<file path="config.mk">
export PLATFORM = sky130hd
export DESIGN_NAME = booth_mul_sched
export DESIGN_NICKNAME = d
export VERILOG_FILES = /design/src/rtl/booth_pkg.sv /design/src/rtl/booth_step.sv /design/src/rtl/booth_mul_sched.sv
export SDC_FILE = /design/constraint.sdc
export NUM_CORES = 1
export LEC_CHECK = 0
export BUFFER_PORTS_ARGS = -buffer_cell sky130_fd_sc_hd__buf_2
export CAP_MARGIN = 10
export CORE_MARGIN = 3
export CORE_UTILIZATION = 44
export CTS_CLUSTER_DIAMETER = 50
export CTS_CLUSTER_SIZE = 25
export DETAILED_ROUTE_END_ITERATION = 12
export GPL_ROUTABILITY_DRIVEN = 0
export PLACE_DENSITY = 0.66
export SLEW_MARGIN = 20
export SYNTH_ARGS = -nofsm -noshare
export SYNTH_HDL_FRONTEND = slang
export SYNTH_SLANG_ARGS = --single-unit
export TNS_END_PERCENT = 10
</file>
<file path="constraint.sdc">
create_clock -name clk -period 4.65 [get_ports clk]
set_input_delay 0.465 -clock clk [delete_from_list [all_inputs] [get_ports clk]]
set_output_delay 0.465 -clock clk [all_outputs]
set_load 0.005 [all_outputs]
</file>
<file path="src/rtl/booth_pkg.sv">
// Shared types for the Booth multiplier scheduler.
//   state_t    : controller states (IDLE, RUN, DONE)
//   booth_op_t : radix-2 Booth operation selected by an adjacent bit pair
//   booth_decode() maps the pair {acc[1], acc[0]} to the operation.
package booth_pkg;

  typedef enum logic [1:0] {
    IDLE = 2'd0,
    RUN  = 2'd1,
    DONE = 2'd2
  } state_t;

  typedef enum logic [1:0] {
    NOP = 2'd0,
    ADD = 2'd1,
    SUB = 2'd2
  } booth_op_t;

  function automatic booth_op_t booth_decode(input logic [1:0] pair);
    case (pair)
      2'b01:   return ADD;
      2'b10:   return SUB;
      default: return NOP;
    endcase
  endfunction

endpackage

</file>
<file path="src/rtl/booth_step.sv">
// One combinational radix-2 Booth iteration.
//   acc_in  [2*WIDTH+1:0] : {upper[WIDTH:0], multiplier/low bits[WIDTH-1:0], q_-1}
//   a_ext   [WIDTH:0]     : multiplicand sign-extended to WIDTH+1 bits
//   acc_out [2*WIDTH+1:0] : accumulator after add/sub and arithmetic right shift
module booth_step
  import booth_pkg::*;
#(
  parameter int unsigned WIDTH = 32
) (
  input  logic [2*WIDTH+1:0] acc_in,
  input  logic [WIDTH:0]     a_ext,
  output logic [2*WIDTH+1:0] acc_out
);

  booth_op_t        op;
  logic [WIDTH:0]   upper;

  always_comb begin
    op    = booth_decode(acc_in[1:0]);
    upper = acc_in[2*WIDTH+1:WIDTH+1];
    case (op)
      ADD:     upper = upper + a_ext;
      SUB:     upper = upper - a_ext;
      default: upper = acc_in[2*WIDTH+1:WIDTH+1];
    endcase
    // Arithmetic shift right by one: replicate the new upper sign bit.
    acc_out = {upper[WIDTH], upper, acc_in[WIDTH:1]};
  end

endmodule

</file>
<file path="src/rtl/booth_mul_sched.sv">
// Two-requester signed Booth multiplier with round-robin arbitration.
//   clk, rst_n                 : clock, asynchronous active-low reset
//   reqN_valid / reqN_ready    : request handshake for requester N (0/1)
//   reqN_a, reqN_b [WIDTH]     : signed multiplicand / multiplier
//   rsp_valid / rsp_ready      : response handshake
//   rsp_id                     : requester that owns the product
//   rsp_product [2*WIDTH]      : signed product a*b
//   busy                       : high whenever not IDLE
// One multiplication takes WIDTH cycles after the accept edge.
module booth_mul_sched
  import booth_pkg::*;
#(
  parameter int unsigned WIDTH = 32
) (
  input  logic                 clk,
  input  logic                 rst_n,
  input  logic                 req0_valid,
  input  logic                 req1_valid,
  output logic                 req0_ready,
  output logic                 req1_ready,
  input  logic [WIDTH-1:0]     req0_a,
  input  logic [WIDTH-1:0]     req0_b,
  input  logic [WIDTH-1:0]     req1_a,
  input  logic [WIDTH-1:0]     req1_b,
  output logic                 rsp_valid,
  input  logic                 rsp_ready,
  output logic                 rsp_id,
  output logic [2*WIDTH-1:0]   rsp_product,
  output logic                 busy
);

  localparam int unsigned CW   = $clog2(WIDTH + 1);
  localparam int unsigned ACCW = 2 * WIDTH + 2;

  state_t               state_q, state_d;
  logic                 ptr_q;
  logic [CW-1:0]        cnt_q;
  logic [ACCW-1:0]      acc_q, acc_step;
  logic [WIDTH:0]       a_q;
  logic                 rsp_valid_q;
  logic                 rsp_id_q;
  logic [2*WIDTH-1:0]   prod_q;

  logic                 grant0, grant1;
  logic                 last_step;
  logic [WIDTH-1:0]     a_sel, b_sel;

  // Pointer gives priority on contention; a lone requester always wins.
  assign grant0    = req0_valid & (~ptr_q | ~req1_valid);
  assign grant1    = req1_valid & ( ptr_q | ~req0_valid);
  assign last_step = (cnt_q == CW'(WIDTH - 1));
  assign a_sel     = req1_ready ? req1_a : req0_a;
  assign b_sel     = req1_ready ? req1_b : req0_b;

  booth_step #(.WIDTH(WIDTH)) u_step (
    .acc_in  (acc_q),
    .a_ext   (a_q),
    .acc_out (acc_step)
  );

  always_ff @(posedge clk or negedge rst_n) begin
    if (!rst_n) state_q <= IDLE;
    else        state_q <= state_d;
  end

  always_comb begin
    state_d    = state_q;
    req0_ready = 1'b0;
    req1_ready = 1'b0;
    case (state_q)
      IDLE: begin
        // Readies are gated by rst_n so they read 0 throughout reset.
        req0_ready = rst_n & grant0;
        req1_ready = rst_n & grant1;
        if (req0_ready | req1_ready) state_d = RUN;
      end
      RUN: begin
        if (last_step) state_d = DONE;
      end
      DONE: begin
        if (rsp_valid_q & rsp_ready) state_d = IDLE;
      end
      default: state_d = IDLE;
    endcase
  end

  always_ff @(posedge clk or negedge rst_n) begin
    if (!rst_n) begin
      ptr_q       <= 1'b0;
      cnt_q       <= '0;
      acc_q       <= '0;
      a_q         <= '0;
      rsp_valid_q <= 1'b0;
      rsp_id_q    <= 1'b0;
      prod_q      <= '0;
    end else begin
      case (state_q)
        IDLE: begin
          if (req0_ready | req1_ready) begin
            acc_q    <= {{(WIDTH + 1){1'b0}}, b_sel, 1'b0};
            a_q      <= {a_sel[WIDTH-1], a_sel};
            rsp_id_q <= req1_ready;
            cnt_q    <= '0;
            ptr_q    <= req0_ready;
          end
        end
        RUN: begin
          acc_q <= acc_step;
          cnt_q <= cnt_q + CW'(1);
          if (last_step) begin
            rsp_valid_q <= 1'b1;
            prod_q      <= acc_step[2*WIDTH:1];
          end
        end
        DONE: begin
          if (rsp_ready) rsp_valid_q <= 1'b0;
        end
        default: ;
      endcase
    end
  end

  assign rsp_valid   = rsp_valid_q;
  assign rsp_id      = rsp_id_q;
  assign rsp_product = prod_q;
  assign busy        = (state_q != IDLE);

endmodule

</file>
==> flow_summary.toml, run 1 <==
[hold_path]
holdCritStartpoint = "req0_b[11]"
worstHoldPathCells = 3
hp-class = "primary input to flip-flop"
worst_hold_path.endpoint = "acc_q[12]"

[timing]
report.final.slew_viol_count = 0
max_freq_mhz = 233
tightest_slew_ns = 0.993
rsz0062_at_grt = "false"
relSlewSlack = 0.338
fin_ws_ns = 0.354
hold-worst-slack_ns = 0.244
skew_ns = 0.00913
post-route-period-util = 0.924
finalSetupTns_ns = 0
fin_crit_ns = 4.30
hold_viol_final = 0
finalSetupViolations = 0

[status]
status = "finished, final reports clean"

[route]
vias_per_cell = 5.41
routed_wirelength_um = 25800
firstDrtPassIters = 8
vias = 8631
wire_per_inst_um = 16.2
drc = 0
drtIter0Drc = 642
antenna_left = 0

[yosys]
synth-async-reset-ratio = 1.00
yosysUniqueCellTypes = 57
synth_top_area_frac = 0.446
syn_avg_cell_area_um2 = 8.48
yosysTopAreaCell = "dfrtp_1"
yosys_warnings = 0
synth_fp_nets = 1306
ys_ff_latch = 172
synth_edf_count = 0
synth-seq-area-share = 0.446
yosys-top-cells-area = "dfrtp_1, nand2_1, ha_1"
ys.flop_type = "dfrtp_1"
syn_area_mm2 = 0.00965
synthCells = 1137

[global_routing]
grt_pass1_vias = 8066
grt_antenna_before_repair = 0
grt_usage = 0.214
grt_pass1_wl_um = 41700
grt_max_degree = 80
gr-total-overflow = 0

[die]
die_h_um = 154
start_util = 0.453
io_pins = 202
dieArea_mm2 = 0.0237
rows = 53
core-area_mm2 = 0.0213
die_x_um = 154

[cells_and_area]
layout_common_cells = "nand2_1, buf_2, dfrtp_1"
area_growth_pct = 19.8
layout-drive-gt1-share = 0.205
stdcell_count = 1594
final_common_cell = "nand2_1"
final_area_mm2 = 0.0116
final_nets = 1475
num_antenna_cells = 0

[cts]
clk_latency_ns = 0.44
cts_tree = "yes"
cts-root-buf = "clkbuf_16"
cts.hold.buffers_added = 1
path_clk_slew_ns = 0.08
numCtsBuffers = 17
post_cts_resize_count = 0
clock_path_buffers = 2
post_cts_buffers = 0
cts_sinks = 172
cts_htree_levels = 4

[power_and_ir_drop]
vdd_drop_max_uv = 384
power.density_mw_per_mm2 = 909
p_leak_nw = 5.82

[setup_path]
crit_path_max_fanout = 11
cp-end-kind = "flip-flop"
worst_ep_required_time_ns = 5.01
critPathArrivalTime_ns = 4.66
reg2reg_from = "a_q[7]"
crit_chain = "or4_4, nor2_1, and2_1, nand2_1, nor2_1, a21oi_1, xnor2_1, ha_1, a21o_1, a21o_1, a21oi_1, o21ai_0, o32ai_1, and3_1, o21bai_2, or3_1, o21ai_0"
cp_slowest_cell = "or4_4"
startpoint_type = "flip-flop"
reg2reg_slack_ns = 0.35
cpPeakStageDelay_ns = 0.55
r2r-end = "acc_q[64]"
path_class = "flip-flop to flip-flop"
reg2regPathDepth = 17

[placed_design]
placed_area_mm2 = 0.0109
dp.final_hpwl_um = 18800
place_ws_ns = 0.436
io_buffers = 201
placed_cells = 1561

[flow_run]
drv_cap = 0
[routing by layer]
metal | vias up | GRT usage | share of wire
met2 | 305 | 0.297 | 0.41
li1 | 4313 | - | -
met4 | 0 | 0.0572 | 0.015
met5 | - | 0 | 0
met3 | 25 | 0.0377 | 0.059
met1 | 3988 | 0.340 | 0.51
[power by group]
part           switching (W)  leakage, nW  total (W)  internal (W)
sequential          0.000609         2.20    0.00276       0.00215
combinational        0.00358         3.31    0.00624       0.00265
clock               0.000708        0.305    0.00151      0.000798
[cells by family (layout without fill, tap and decap cells)]
logic type	Yosys count	in the layout	share of synthesized area
and+or+nand+nor	491	491	0.214
AOI/OAI and AO/OA	280	280	0.192
DFF	172	172	0.446
buffers and inverters	86	268	0.0335
xor gates and xnor gates	61	61	0.0554
adders and majority gates	36	36	0.0475
muxes	11	11	0.0121
[stage by stage]
step / utilization / total power [W]
detailed placement: 0.513 / 0.00895
floorplan: - / 0.00729
global route: 0.543 / 0.0114
finish: 0.543 / 0.0105
CTS: 0.543 / 0.0105
global placement: 0.513 / 0.00882
[synth_stat cells, drive strengths merged, types with 2 or more instances]
| cell type | number |
|---|---|
| and3 | 7 |
| o31ai | 5 |
| or3b | 2 |
| nand3b | 2 |
| a21o | 20 |
| a22o | 15 |
| o21ai | 72 |
| a21boi | 2 |
| xnor2 | 47 |
| mux2i | 6 |
| o21a | 6 |
| o211ai | 6 |
| ha | 35 |
| a211o | 4 |
| and2 | 3 |
| buf | 7 |
| dfrtp | 172 |
| a21oi | 57 |
| o2111ai | 2 |
| nor4 | 7 |
| mux2 | 5 |
| nand2b | 6 |
| nor3 | 13 |
| a32oi | 2 |
| or3 | 4 |
| nand3 | 12 |
| nand4 | 7 |
| clkbuf | 60 |
| a22oi | 2 |
| xor2 | 14 |
| o31a | 2 |
| a31oi | 42 |
| a222oi | 31 |
| nor2b | 5 |
| nor2 | 89 |
| o21bai | 4 |
| nand2 | 329 |
| inv | 18 |
[registers in the layout, summed over array words and instances (netlist names)]
name         cells
acc_q           65
rsp_product     64
a_q             32
cnt_q            6
state_q          2
ptr_q            1
rsp_id           1
rsp_valid        1
[worst max path at each step]
| stage | from | slack, ns | to |
|---|---|---|---|
| floorplan | a_q[0] | 0.83 | acc_q[64] |
| global placement | a_q[7] | 0.50 | acc_q[64] |
| detailed placement | a_q[7] | 0.44 | acc_q[64] |
| CTS | a_q[7] | 0.38 | acc_q[64] |
| global route | a_q[0] | 0.02 | acc_q[64] |
| finish | a_q[7] | 0.35 | acc_q[64] |
[area by class of cell]
cell class / instances / area [um^2]
repair buffers: 217 / 1150
well taps: 275 / 344
inverters: 19 / 71.3
multi-input cells: 879 / 5060
fillers: 2005 / 9730
flip-flops and latches: 172 / 4300
clock buffers: 18 / 439
clock inverters: 14 / 193
[worst max-delay path: cells and delay by family, from the launching register on]
kind	cells	cell delay [ns]
AOI/OAI and AO/OA	8	1.33
and+or+nand+nor	7	1.85
xor gates and xnor gates	1	0.21
adders and majority gates	1	0.39
DFF	1	0.43
Note: power is estimated with default switching activity, not from simulation.
==> run 2, diff against run 1 <==
--- a/config.mk
+++ b/config.mk
@@ -6,4 +6,5 @@
 export NUM_CORES = 1
 export LEC_CHECK = 0
+export ABC_CLOCK_PERIOD_IN_PS = 4650
 export BUFFER_PORTS_ARGS = -buffer_cell sky130_fd_sc_hd__buf_2
 export CAP_MARGIN = 10
@@ -15,4 +16,5 @@
 export GPL_ROUTABILITY_DRIVEN = 0
 export PLACE_DENSITY = 0.66
+export RECOVER_POWER = 100
 export SLEW_MARGIN = 20
 export SYNTH_ARGS = -nofsm -noshare
==> constraint.sdc (replaced) <==
create_clock -name clk -period 4.65 [get_ports clk]
set_input_delay 0.465 -clock clk [delete_from_list [all_inputs] [get_ports clk]]
set_output_delay 0.465 -clock clk [all_outputs]
set_load 0.02 [all_outputs]
==> run 2 against run 1 <==
Against the previous run: the run now ends with capacitance limit, slew limit left; clock skew increased by 0.0046 ns; via count decreased by 0.30%; die area unchanged; core utilization decreased by 0.82 points; total power increased by 0.32%; count of clock-buffer cells in the layout decreased by 1; first-iteration DRC count increased by 3.3%; critical endpoint is now rsp_product[59]; largest cell class unchanged; highest routed layer unchanged.
==> flow_summary.toml, run 2 (synthesis results as in run 1) <==
[power_and_ir_drop]
vdd_drop_max_uv = 364
power.density_mw_per_mm2 = 925
p_leak_nw = 5.48

[route]
antenna_left = 0
firstDrtPassIters = 7
vias_per_cell = 5.40
wire_per_inst_um = 16.2
routed_wirelength_um = 25700
drtIter0Drc = 663
drc = 0
vias = 8605

[timing]
finalSetupViolations = 0
max_freq_mhz = 235
rsz0062_at_grt = "false"
fin_crit_ns = 4.26
hold-worst-slack_ns = 0.243
skew_ns = 0.0138
report.final.slew_viol_count = 195
relSlewSlack = -0.793
finalSetupTns_ns = 0
post-route-period-util = 0.916
tightest_slew_ns = 2.69
hold_viol_final = 0

[die]
die_h_um = 154
io_pins = 202
rows = 53
dieArea_mm2 = 0.0237
core-area_mm2 = 0.0213
die_x_um = 154
start_util = 0.453

[cells_and_area]
area_growth_pct = 18.0
layout_common_cells = "nand2_1, dfrtp_1, buf_2"
num_antenna_cells = 0
multi_input_area_mm2 = 0.00505
layout.area.seq_mm2 = 0.00430
largest_register = "acc_q"
stdcell_count = 1594
final_common_cell = "nand2_1"
largest_reg_flops = 65
fillers = 2068
final_nets = 1475
layout-drive-gt1-share = 0.146
final_util = 0.535

[cts]
cts-root-buf = "clkbuf_16"
cts_sinks = 172
post_cts_resize_count = 0
clk_latency_ns = 0.44
cts_htree_levels = 4
cts.hold.buffers_added = 1
path_clk_slew_ns = 0.08
post_cts_buffers = 0
numCtsBuffers = 17
clock_path_buffers = 2
cts_tree = "yes"

[placed_design]
dp.final_hpwl_um = 18700
placed_cells = 1561
io_buffers = 201

[global_routing]
grt_pass1_wl_um = 41000
grt_antenna_before_repair = 0
gr-total-overflow = 0
grt_max_degree = 80
grt_usage = 0.210
grt_pass1_vias = 7888

[setup_path]
worst_ep_required_time_ns = 4.97
cp-end-kind = "flip-flop"
path_class = "flip-flop to flip-flop"
crit_path_max_fanout = 7
critPathArrivalTime_ns = 4.58
crit_chain = "inv_1, ha_1, or3b_2, nor4_4, nand2_2, nor2_1, nor2_1, xnor2_1, ha_1, nand4_1, nor4_1, o211ai_1, a31oi_1, nor2b_1, o21ai_0, xnor2_1, o21ai_0, mux2_2"
cp_slowest_cell = "or3b_2"
startpoint_type = "flip-flop"
cpPeakStageDelay_ns = 0.50

[status]
failed_checks = "capacitance limit, slew limit"
status = "complete, but fails checks"

[hold_path]
hp-class = "primary input to flip-flop"

[flow_run]
drv_cap = 4
run 2: changes by cell type in the layout (fill, tap and decap cells not counted), moves of 2 or more:
cell      before  now
clkbuf_1       0   73
clkbuf_2       0    2
buf_2        200  132
buf_4         14    7
run 2: layout make-up:
| class | count | area share |
|---|---|---|
| clock buffer | 17 | 0.0374 |
| clock inverter | 15 | 0.0148 |
| inverter | 19 | 0.00626 |
| multi-input combinational | 879 | 0.443 |
| sequential | 172 | 0.378 |
| tap | 275 | 0.0302 |
| timing repair buffer | 217 | 0.0901 |
run 2: stage by stage:
step / total power [W] / cell area (um^2) / setup WS [ns]
after floorplan: 0.00747 / 9650 / 0.833
after CTS: 0.0106 / 11500 / 0.393
final: 0.0105 / 11400 / 0.392
after global placement: 0.00902 / 10900 / 0.502
after detailed placement: 0.00915 / 10900 / 0.433
after global routing: 0.0115 / 11400 / 0.0226
run 2: worst paths after layout:
path	cells after the start	from	endpoint	slack, ns
worst max-delay path	18	a_q[0]	rsp_product[59]	0.39
worst min-delay path	3	req0_b[28]	acc_q[29]	0.24
worst max register to register	18	a_q[0]	rsp_product[59]	0.39
worst min register to register	2	rsp_product[49]	rsp_product[49]	0.47
max in group asynchronous	3	rst_n	rsp_product[56]	1.17
min in group asynchronous	2	rst_n	rsp_product[58]	0.53
run 2: where the power goes:
part | total, W | internal (W) | switching (W)
sequential | 0.00276 | 0.00215 | 0.000612
combinational | 0.00635 | 0.00259 | 0.00376
clock | 0.00142 | 0.000725 | 0.000700
total | 0.0105 | 0.00547 | 0.00507
run 2: critical path, delay by kind of cell, from the launching register on:
family	cells	cell delay (ns)
fa+ha+maj	2	0.57
flops	1	0.43
compound gates	4	0.85
buf+inv	1	0.07
mux	1	0.28
simple gates	8	1.62
xor+xnor	2	0.32
run 2: routing by layer:
| metal | vias up | track usage | part of all wire |
|---|---|---|---|
| met5 | - | 0 | 0 |
| met4 | 0 | 0.0547 | 0.014 |
| met3 | 24 | 0.0321 | 0.059 |
| met2 | 260 | 0.296 | 0.42 |
| met1 | 4010 | 0.335 | 0.51 |
| li1 | 4311 | - | - |
